File: config.mk
export PLATFORM = sky130hd
export DESIGN_NAME = ee354_numlock_ctrl
export DESIGN_NICKNAME = d
export VERILOG_FILES = /design/src/rtl/ee354_numlock_ctrl.sv
export SDC_FILE = /design/constraint.sdc
export NUM_CORES = 1
export LEC_CHECK = 0
export CAP_MARGIN = 20
export CORE_UTILIZATION = 45
export DETAILED_ROUTE_END_ITERATION = 8
export PLACE_DENSITY = 0.73
export SLEW_MARGIN = 20
export SYNTH_ARGS = -nofsm -noshare
export SYNTH_HDL_FRONTEND = slang
export SYNTH_SLANG_ARGS = --single-unit
export TNS_END_PERCENT = 1
File: constraint.sdc
create_clock -name Clk -period 2.3 [get_ports Clk]
set_input_delay 0.345 -clock Clk [delete_from_list [all_inputs] [get_ports Clk]]
set_output_delay 0.345 -clock Clk [all_outputs]
set_load 0.01 [all_outputs]
File: src/rtl/ee354_numlock_ctrl.sv
// Button conditioner and retry-lockout controller sitting in front of the numlock state machine.
// Optional idle-abort path is enabled by defining NUMLOCK_CTRL_IDLE_ABORT_EN.
module ee354_numlock_ctrl #(
  parameter int DEB_CYCLES     = 4,
  parameter int MAX_FAILS      = 3,
  parameter int LOCKOUT_CYCLES = 16,
  parameter int IDLE_CYCLES    = 32
) (
  input  logic       Clk,
  input  logic       reset,
  input  logic       BtnU,
  input  logic       BtnZ,
  input  logic       q_Bad,
  input  logic       q_Opening,
  output logic       U,
  output logic       Z,
  output logic       sm_reset,
  output logic       Locked,
  output logic       Conflict,
  output logic [2:0] fail_cnt
);

  localparam logic [7:0]  DEB_LAST  = 8'(DEB_CYCLES - 1);
  localparam logic [2:0]  FAIL_MAX  = 3'(MAX_FAILS);
  localparam logic [15:0] LOCK_LAST = 16'(LOCKOUT_CYCLES - 1);

  generate
    if (DEB_CYCLES < 1 || DEB_CYCLES > 255 || MAX_FAILS < 1 || MAX_FAILS > 7 ||
        LOCKOUT_CYCLES < 1 || LOCKOUT_CYCLES > 65535 ||
        IDLE_CYCLES < 1 || IDLE_CYCLES > 65535) begin : g_param_check
      $error("ee354_numlock_ctrl: parameter out of range");
    end
  endgenerate

  // Bit 0 is the "1" button, bit 1 the "0" button.
  logic [1:0] raw_btn;
  logic [1:0] db_level;
  assign raw_btn = {BtnZ, BtnU};

  genvar gi;
  generate
    for (gi = 0; gi < 2; gi++) begin : g_btn
      logic       sync1_reg;
      logic       sync2_reg;
      logic       db_reg;
      logic [7:0] cnt_reg;

      always_ff @(posedge Clk or posedge reset) begin
        if (reset) begin
          sync1_reg <= 1'b0;
          sync2_reg <= 1'b0;
          db_reg    <= 1'b0;
          cnt_reg   <= 8'd0;
        end else begin
          sync1_reg <= raw_btn[gi];
          sync2_reg <= sync1_reg;
          if (sync2_reg != db_reg) begin
            if (cnt_reg == DEB_LAST) begin
              db_reg  <= sync2_reg;
              cnt_reg <= 8'd0;
            end else begin
              cnt_reg <= cnt_reg + 8'd1;
            end
          end else begin
            cnt_reg <= 8'd0;
          end
        end
      end

      assign db_level[gi] = db_reg;
    end
  endgenerate

  typedef enum logic [1:0] {
    RUN     = 2'd0,
    LOCKOUT = 2'd1,
    CLEAR   = 2'd2
  } state_t;

  state_t      state_reg;
  logic [15:0] lock_cnt_reg;
  logic        q_bad_d_reg;
  logic        q_open_d_reg;
  // Buttons still held when leaving CLEAR stay blocked until seen released.
  logic [1:0]  mask_reg;
  logic        bad_rise;
  logic        open_rise;

  assign bad_rise  = q_Bad & ~q_bad_d_reg;
  assign open_rise = q_Opening & ~q_open_d_reg;

`ifdef NUMLOCK_CTRL_IDLE_ABORT_EN
  localparam logic [15:0] IDLE_LAST = 16'(IDLE_CYCLES - 1);
  logic [15:0] idle_cnt_reg;
  logic        pressed_reg;
`endif

  always_ff @(posedge Clk or posedge reset) begin
    if (reset) begin
      state_reg    <= RUN;
      lock_cnt_reg <= 16'd0;
      q_bad_d_reg  <= 1'b0;
      q_open_d_reg <= 1'b0;
      mask_reg     <= 2'b00;
      U            <= 1'b0;
      Z            <= 1'b0;
      sm_reset     <= 1'b0;
      Locked       <= 1'b0;
      Conflict     <= 1'b0;
      fail_cnt     <= 3'd0;
`ifdef NUMLOCK_CTRL_IDLE_ABORT_EN
      idle_cnt_reg <= 16'd0;
      pressed_reg  <= 1'b0;
`endif
    end else begin
      q_bad_d_reg  <= q_Bad;
      q_open_d_reg <= q_Opening;
      Conflict     <= &db_level;
      U            <= 1'b0;
      Z            <= 1'b0;
      sm_reset     <= 1'b0;

      case (state_reg)
        RUN: begin
          U        <= db_level[0] & ~db_level[1] & ~mask_reg[0];
          Z        <= db_level[1] & ~db_level[0] & ~mask_reg[1];
          mask_reg <= mask_reg & db_level;
          if (fail_cnt == FAIL_MAX) begin
            state_reg    <= LOCKOUT;
            lock_cnt_reg <= LOCK_LAST;
            Locked       <= 1'b1;
          end else begin
            if (open_rise) begin
              fail_cnt <= 3'd0;
            end else if (bad_rise && fail_cnt < FAIL_MAX) begin
              fail_cnt <= fail_cnt + 3'd1;
            end
`ifdef NUMLOCK_CTRL_IDLE_ABORT_EN
            if (|db_level) begin
              idle_cnt_reg <= 16'd0;
              pressed_reg  <= 1'b1;
            end else if (pressed_reg) begin
              if (idle_cnt_reg == IDLE_LAST) begin
                state_reg    <= CLEAR;
                sm_reset     <= 1'b1;
                idle_cnt_reg <= 16'd0;
                pressed_reg  <= 1'b0;
              end else begin
                idle_cnt_reg <= idle_cnt_reg + 16'd1;
              end
            end
`endif
          end
        end

        LOCKOUT: begin
          if (lock_cnt_reg == 16'd0) begin
            state_reg <= CLEAR;
            Locked    <= 1'b0;
            sm_reset  <= 1'b1;
            fail_cnt  <= 3'd0;
`ifdef NUMLOCK_CTRL_IDLE_ABORT_EN
            idle_cnt_reg <= 16'd0;
            pressed_reg  <= 1'b0;
`endif
          end else begin
            lock_cnt_reg <= lock_cnt_reg - 16'd1;
          end
        end

        CLEAR: begin
          mask_reg  <= db_level;
          state_reg <= RUN;
        end

        default: begin
          state_reg <= RUN;
          Locked    <= 1'b0;
        end
      endcase
    end
  end

endmodule

# == Yosys cells after proc, flatten, opt, wreduce, memory -nomap -nowiden ==
# Cells that the tools add are included.
# totals
reg_bits,52
out_inout_bits,8
# classes
n_reduce_logical,12
bitwise_logic,14
magnitude_cmp,1
n_addsub,4
mux,23
eq_ne,12
# ops
cell,n
$mux W16,2
$mux W8,4
$pmux W16 S2,1
$add A8 B1 Y8 const B,2
$eq A8 B2 Y1 const B,2
$logic_not A16 Y1,1
$sub A16 B1 Y16 const B,1
$mux W3,4
$ne A2 B2 Y1 const B,4
$pmux W2 S2,2
$reduce_and A2 Y1,4
$not A1 Y1,7
$and A1 B1 Y1,6
$mux W1,6
$pmux W3 S2,1
$reduce_and A3 Y1,2
$mux W2,2
$reduce_and A4 Y1,1
$reduce_bool A2 Y1,2
$add A3 B1 Y3 const B,1
$eq A3 B2 Y1 const B,1
$lt A3 B2 Y1 const B,1
$ne A3 B3 Y1 const B,1
$pmux W1 S3,1
6 further kinds,7

# == Depth between registers and ports, before layout ==
# Gate-level depths: netlist (run 1).
# depth
ltp_word,7
ltp_mapped,9
depth_no_buf,7

# == Least setup slack after synthesis (run 1) ==
# No wires, ideal clock.
# synth_path
path_type,reg-to-reg
startpoint,register lock_cnt_reg[0]
endpoint,register fail_cnt[0]
setup_slack_ps,410
path_stages_with_launch,9
setup_time_ps,125
t_arrival_ps,1765
t_required_ps,2175
path_buffers,1
cell_sequence,dfrtp_1 > inv_1 > ha_1 > nor3b_2 > and4_1 > buf_4 > nor2_1 > or3_4 > mux2_4
# synth_between
elab_chain_len,3
# synth_rtl
item,line_no,text
from (decl),81,logic [15:0] lock_cnt_reg;
from (signal assigned),167,lock_cnt_reg <= lock_cnt_reg - 16'd1;
$logic_not A16 Y1,157,if (lock_cnt_reg == 16'd0) begin
$ne A2 B2 Y1 (no source line),n/a,
$reduce_and A4 Y1 (no source line),n/a,
to (signal assigned),136,fail_cnt <= fail_cnt + 3'd1;
to (decl),20,output logic [2:0] fail_cnt
# No other way between the ends.
# A chain may end at the register's enable or synchronous reset.

# == Worst setup path in the final report (run 1) ==
# Ends and elaborated chain as after synthesis.

==> results of run 1 <==
[metal layers]
layer  vias up  share of wire  global-route usage
li1        804              -                   -
met1       780           0.47               0.195
met2        17           0.49               0.284
met3         9          0.023              0.0379
met4         0          0.016              0.0524
met5         -              0                   0
[stage by stage]
| step | setup WS (ns) | area (um2) | hold slack [ns] | utilization |
|---|---|---|---|---|
| 2_1_floorplan | 0.410 | 2350 | 0.331 | - |
| 3_3_place_gp | 0.426 | 2580 | 0.339 | 0.530 |
| 5_1_grt | 0.174 | 2700 | 0.378 | 0.553 |
| 6_report | 0.356 | 2700 | 0.360 | 0.553 |
| 4_1_cts | 0.360 | 2700 | 0.365 | 0.553 |
| 3_5_place_dp | 0.352 | 2580 | 0.344 | 0.530 |
[worst max-delay path by stage]
stage,from,end,slack [ns],depth (start not counted)
floorplan,lock_cnt_reg[0],fail_cnt[0],0.41,8
global placement,lock_cnt_reg[0],fail_cnt[0],0.43,7
detailed placement,lock_cnt_reg[0],lock_cnt_reg[2],0.35,8
CTS,lock_cnt_reg[0],fail_cnt[0],0.36,7
global route,lock_cnt_reg[0],lock_cnt_reg[2],0.17,8
finish,lock_cnt_reg[0],fail_cnt[0],0.36,7
[critical path, cell delays in order, from the launching register on]
cell	delay, ns
dfrtp_1	0.42
inv_1	0.07
ha_1	0.18
nor3b_2	0.27
and4_1	0.25
nor2_1	0.05
or3_4	0.34
mux2_4	0.26
[cell type report]
cell class	count	area, um2
multi-input combinational	154	997
tap	67	83.8
timing repair buffer	17	173
clock inverter	2	38.8
fill	442	2180
inverter	8	30.0
sequential	52	1300
clock buffer	6	72.6
[power groups by stage]
stage / registers [W] / logic [W] / clock network, W
after floorplan: 0.00136 / 0.000620 / 0
after global placement: 0.00141 / 0.000824 / 0
after detailed placement: 0.00142 / 0.000838 / 0
after CTS: 0.00140 / 0.000848 / 0.000637
after global routing: 0.00144 / 0.000949 / 0.000684
final: 0.00140 / 0.000839 / 0.000614
[logic make-up (layout without fill, tap and decap cells)]
kind of cell / after synthesis / after routing
AND/OR/NAND/NOR: 102 / 102
flip-flops: 52 / 52
AO/OA/AOI/OAI: 23 / 23
XOR/XNOR: 19 / 19
buffers and inverters: 13 / 33
adder cells (fa/ha/maj): 5 / 5
multiplexers: 5 / 5
[cell usage in the layout, fill, tap and decap left out, types with 2 or more instances in the layout]
cell,Yosys,layout
inv_1,8,7
o21ai_0,4,4
clkbuf_8,0,5
xnor2_1,8,8
or3_1,3,3
and2_1,3,3
dfrtp_1,52,52
mux2_2,2,2
or2_2,3,3
and3_1,4,4
mux2i_1,2,2
o22a_1,2,2
nor2b_1,3,3
a22o_1,2,2
clkdlybuf4s50_1,0,13
ha_1,5,5
nor3b_1,3,3
nor3_1,9,9
nand3_1,12,12
nor4_1,6,6
or4_1,2,2
nor4b_1,5,5
a21oi_1,7,7
buf_4,1,3
nor2_1,30,30
xor2_1,11,11
nand2_1,12,12
==> impl_metrics.tcl, run 1 <==
set metrics [dict create \
    status "complete, no violations" \
    rsz0062_at_grt "no" \
    route.detailed.drc 0 \
    nets 249 \
    r2r_setup_slack_ns 0.36 \
    yosysUniqueCellTypes 43 \
    synthFlopType "dfrtp_1" \
    setup_tns_ns 0 \
    cts_buffer_depth 2 \
    synth-seq-cells 52 \
    dpl.hpwl_um 2710 \
    worst-endpoint-required_ns 2.49 \
    wl_per_cell_um 12.6 \
    pwr-share-comb 0.294 \
    vias_per_cell 5.26 \
    slew_headroom 0.696 \
    die_w_um 74.3 \
    synth_top_area_frac 0.553 \
    hp-start "g_btn[0].sync1_reg" \
    post-route-period-util 0.845 \
    swShare 0.338 \
    internal-power_w 0.00189 \
    grt_util_all_layers 0.161 \
    hold_buffers 0 \
    layoutNonFillerInstCount 306 \
    avgSynthCellArea_um2 10.7 \
    power_w 0.00286 \
    die_h_um 74.3 \
    area_growth_pct 14.6 \
    clock_power_share 0.215 \
    yosysMostFrequentCell "dfrtp_1" \
    synthMuxAreaShare 0.0245 \
    synth_top_family_by_area "simple AND/OR/NAND/NOR gates" \
    worstMarginPinSlew_ns 0.456 \
    cts_tree "done" \
    power.switching_w 0.000967 \
    grt_pass1_wl_um 6780 \
    yosys.area.top_type "dfrtp_1" \
    reg2reg_from "lock_cnt_reg[0]" \
    ios 14 \
    end_kind "register" \
    critPathLaunchType "register" \
    yosys-top-cells-count "dfrtp_1 (52), nor2_1 (30), nand2_1 (12), nand3_1 (12), xor2_1 (11)" \
    cts_sinks 52 \
    yosys_warnings 0 \
    max_cap_violations 0 \
    worst-setup-path-type "reg2reg" \
    cts_max_level 2 \
    worst_ep_arrival_time_ns 2.13 \
    min-delay-path-class "reg2reg" \
    grt_max_degree 53 \
    critPathMaxFanout 4 \
    dp.cells 298 \
    overflow 0 \
    cts_setup_buffers 0 \
    synth_cells 219 \
    p_leak_nw 1.23 \
    yosys.area_share.simple 0.233 \
    fmax_ghz 0.514 \
    path_clk_slew_ns 0.10 \
    drtPass1Iterations 4 \
    drv_slew 0 \
    cts_buffers 5 \
    clkLatencyLatePin_ns 0.30 \
    finalCriticalPeriod_ns 1.94 \
    synthesis.area_um2 2350 \
    setup_viol_count_final 0 \
    die_area_um2 5520 \
    vias 1610 \
    min_to "g_btn[0].sync2_reg" \
    irDropWorstVdd_mv 0.558 \
    grt_pass1_vias 1578 \
    cts_resized 0 \
    ant_nets 0 \
    skew_ns 0.0104 \
    drtIter0Drc 44 \
    synth_edf_count 0 \
    final_hold_viol_count 0 \
    synth_area_leaders "dfrtp_1 (55%), nor2_1 (4.8%), xor2_1 (4.1%)" \
    synth_nets 230 \
    rows 25 \
    core_area_um2 4880 \
    synth_seq_area_share 0.553 \
    cts-root-buf "clkbuf_8" \
    antenna_found_initial 0 \
    synthAdderAreaFrac 0.0266 \
    powerDensity_nw_per_um2 1060 \
    globalplace.congestion 0.803 \
    drive_gt1_frac 0.0921 \
    reg2regPathDepth 7 \
    hold_depth 0 \
    drt_wl_total_um 3850 \
    power_frac_seq 0.491 \
    initial_utilization 0.482 \
    reg2reg_to "fail_cnt[0]" \
    synth_xor_area_frac 0.0707 \
    io_buffers 13 \
    antennaDiodeCount 0 \
    synth-compound-area-share 0.0691 \
    async_reset_ff_frac 1.00 \
]
Power figures use the tool's default switching activity.
==> run 2, diff against run 1 <==
==> constraint.sdc (replaced) <==
create_clock -name Clk -period 1.94 [get_ports Clk]
set_input_delay 0.291 -clock Clk [delete_from_list [all_inputs] [get_ports Clk]]
set_output_delay 0.291 -clock Clk [all_outputs]
set_load 0.01 [all_outputs]
==> impl_metrics.tcl, run 2 (synthesized netlist as in run 1, its figures left out) <==
set metrics [dict create \
    final_hold_viol_count 0 \
    irDropWorstVdd_mv 0.683 \
    path_clk_slew_ns 0.09 \
    area_growth_pct 16.7 \
    final_cell_mix "dfrtp_1 (52), nor2_1 (28), clkdlybuf4s50_1 (13)" \
    antennaDiodeCount 0 \
    p_leak_nw 1.23 \
    grt_pass1_wl_um 6910 \
    rows 25 \
    ios 14 \
    initial_utilization 0.482 \
    finalCriticalPeriod_ns 1.87 \
    slew_headroom 0.634 \
    wl_per_cell_um 12.9 \
    die_w_um 74.3 \
    grt_max_degree 53 \
    drv_slew 0 \
    status "complete, no violations" \
    io_buffers 13 \
    max_stage_delay_ns 0.45 \
    cts_buffers 5 \
    post-route-period-util 0.963 \
    cts-root-buf "clkbuf_8" \
    grt_pass1_vias 1615 \
    power_w 0.00337 \
    ant_nets 0 \
    drtPass1Iterations 4 \
    fill_cells 453 \
    critical_path.cell_chain "nor4_1 -> and4_1 -> nor2_1 -> or3_4 -> mux2_4" \
    fmax_ghz 0.535 \
    drtIter0Drc 48 \
    die_area_um2 5520 \
    end_kind "register" \
    cts_max_level 2 \
    hold_buffers 0 \
    vias_per_cell 5.29 \
    dpl.hpwl_um 2710 \
    cts_sinks 52 \
    rsz0062_at_grt "yes" \
    cts_tree "done" \
    vias 1629 \
    final_common_cell "dfrtp_1" \
    clkLatencyLatePin_ns 0.31 \
    antenna_found_initial 0 \
    setup_viol_count_final 0 \
    nets 251 \
    worst_ep_arrival_time_ns 2.07 \
    crit_path_top_delay_cell "dfrtp_1" \
    die_h_um 74.3 \
    route.detailed.drc 0 \
    fin_util 0.563 \
    critPathMaxFanout 7 \
    drt_wl_total_um 3970 \
    grt_util_all_layers 0.166 \
    powerDensity_nw_per_um2 1230 \
    cts_buffer_depth 2 \
    min-delay-path-class "in2async" \
    critPathLaunchType "register" \
    drive_gt1_frac 0.145 \
    worst-setup-path-type "reg2reg" \
    skew_ns 0.00443 \
    max_cap_violations 0 \
    globalplace.congestion 0.862 \
    worst-endpoint-required_ns 2.14 \
    overflow 0 \
    worstMarginPinSlew_ns 0.548 \
    core_area_um2 4880 \
]
-- run 2: cell count changes in the layout (fill, tap and decap cells not counted), sizes merged --
cell,delta
clkinvlp,+1
inv,-1
clkinv,+1
bufinv,-1
buf,+2
-- run 2: power breakdown --
part           total [W]  switching, W  internal, W
logic            0.00110      0.000547     0.000556
registers        0.00166      0.000311      0.00135
clock network   0.000606      0.000349     0.000257
total            0.00337       0.00121      0.00216
-- run 2: worst max-delay path: cells and delay by family, from the launching register on --
kind	cells	cell delay, ns
flops	1	0.45
mux	1	0.26
simple gates	4	1.05
-- run 2: worst paths after layout --
path                                          from                 end  slack (ns)  cells after the start
worst max-delay path              lock_cnt_reg[11]         fail_cnt[0]        0.07                      5
worst min-delay path                         reset     lock_cnt_reg[6]        0.32                      3
worst max register to register    lock_cnt_reg[11]         fail_cnt[0]        0.07                      5
worst min register to register  g_btn[0].sync1_reg  g_btn[0].sync2_reg        0.36                      0
max in group asynchronous                    reset    lock_cnt_reg[15]        1.37                      3
min in group Clk                g_btn[0].sync1_reg  g_btn[0].sync2_reg        0.36                      0
-- run 2: metal layers --
layer / vias up / track usage / part of all wire / routed length [um]
met5: - / 0 / 0 / 0
met3: 9 / 0.0407 / 0.026 / 103
met2: 24 / 0.272 / 0.47 / 1860
met1: 783 / 0.204 / 0.49 / 1930
met4: 0 / 0.0860 / 0.020 / 80
li1: 813 / - / - / -
-- run 2: final cells by class --
cell class | instances | area, um2 | share of cell area
Tap cell | 67 | 83.8 | 0.0305
Multi-Input combinational cell | 154 | 1050 | 0.384
Inverter | 8 | 30.0 | 0.0109
Sequential cell | 52 | 1300 | 0.474
Clock buffer | 6 | 72.6 | 0.0264
Timing Repair Buffer | 19 | 188 | 0.0683
Clock inverter | 2 | 16.3 | 0.00592
-- run 2: metrics by stage --
step                cells  setup WS, ns  cell area [um2]  hold WS [ns]  setup TNS [ns]
finish                308        0.0708             2750         0.319               0
global route          308       -0.0163             2750         0.362         -0.0194
CTS                   307        0.0166             2680         0.340               0
detailed placement    299        0.0229             2590         0.338               0
global placement      299        0.0731             2590         0.339               0
floorplan             219        0.0502             2350         0.322               0
-- run 2: timing repair --
action	4_1_cts	5_1_grt
resized for setup	0	13
setup endpoints to repair	0	19
setup buffers	0	1
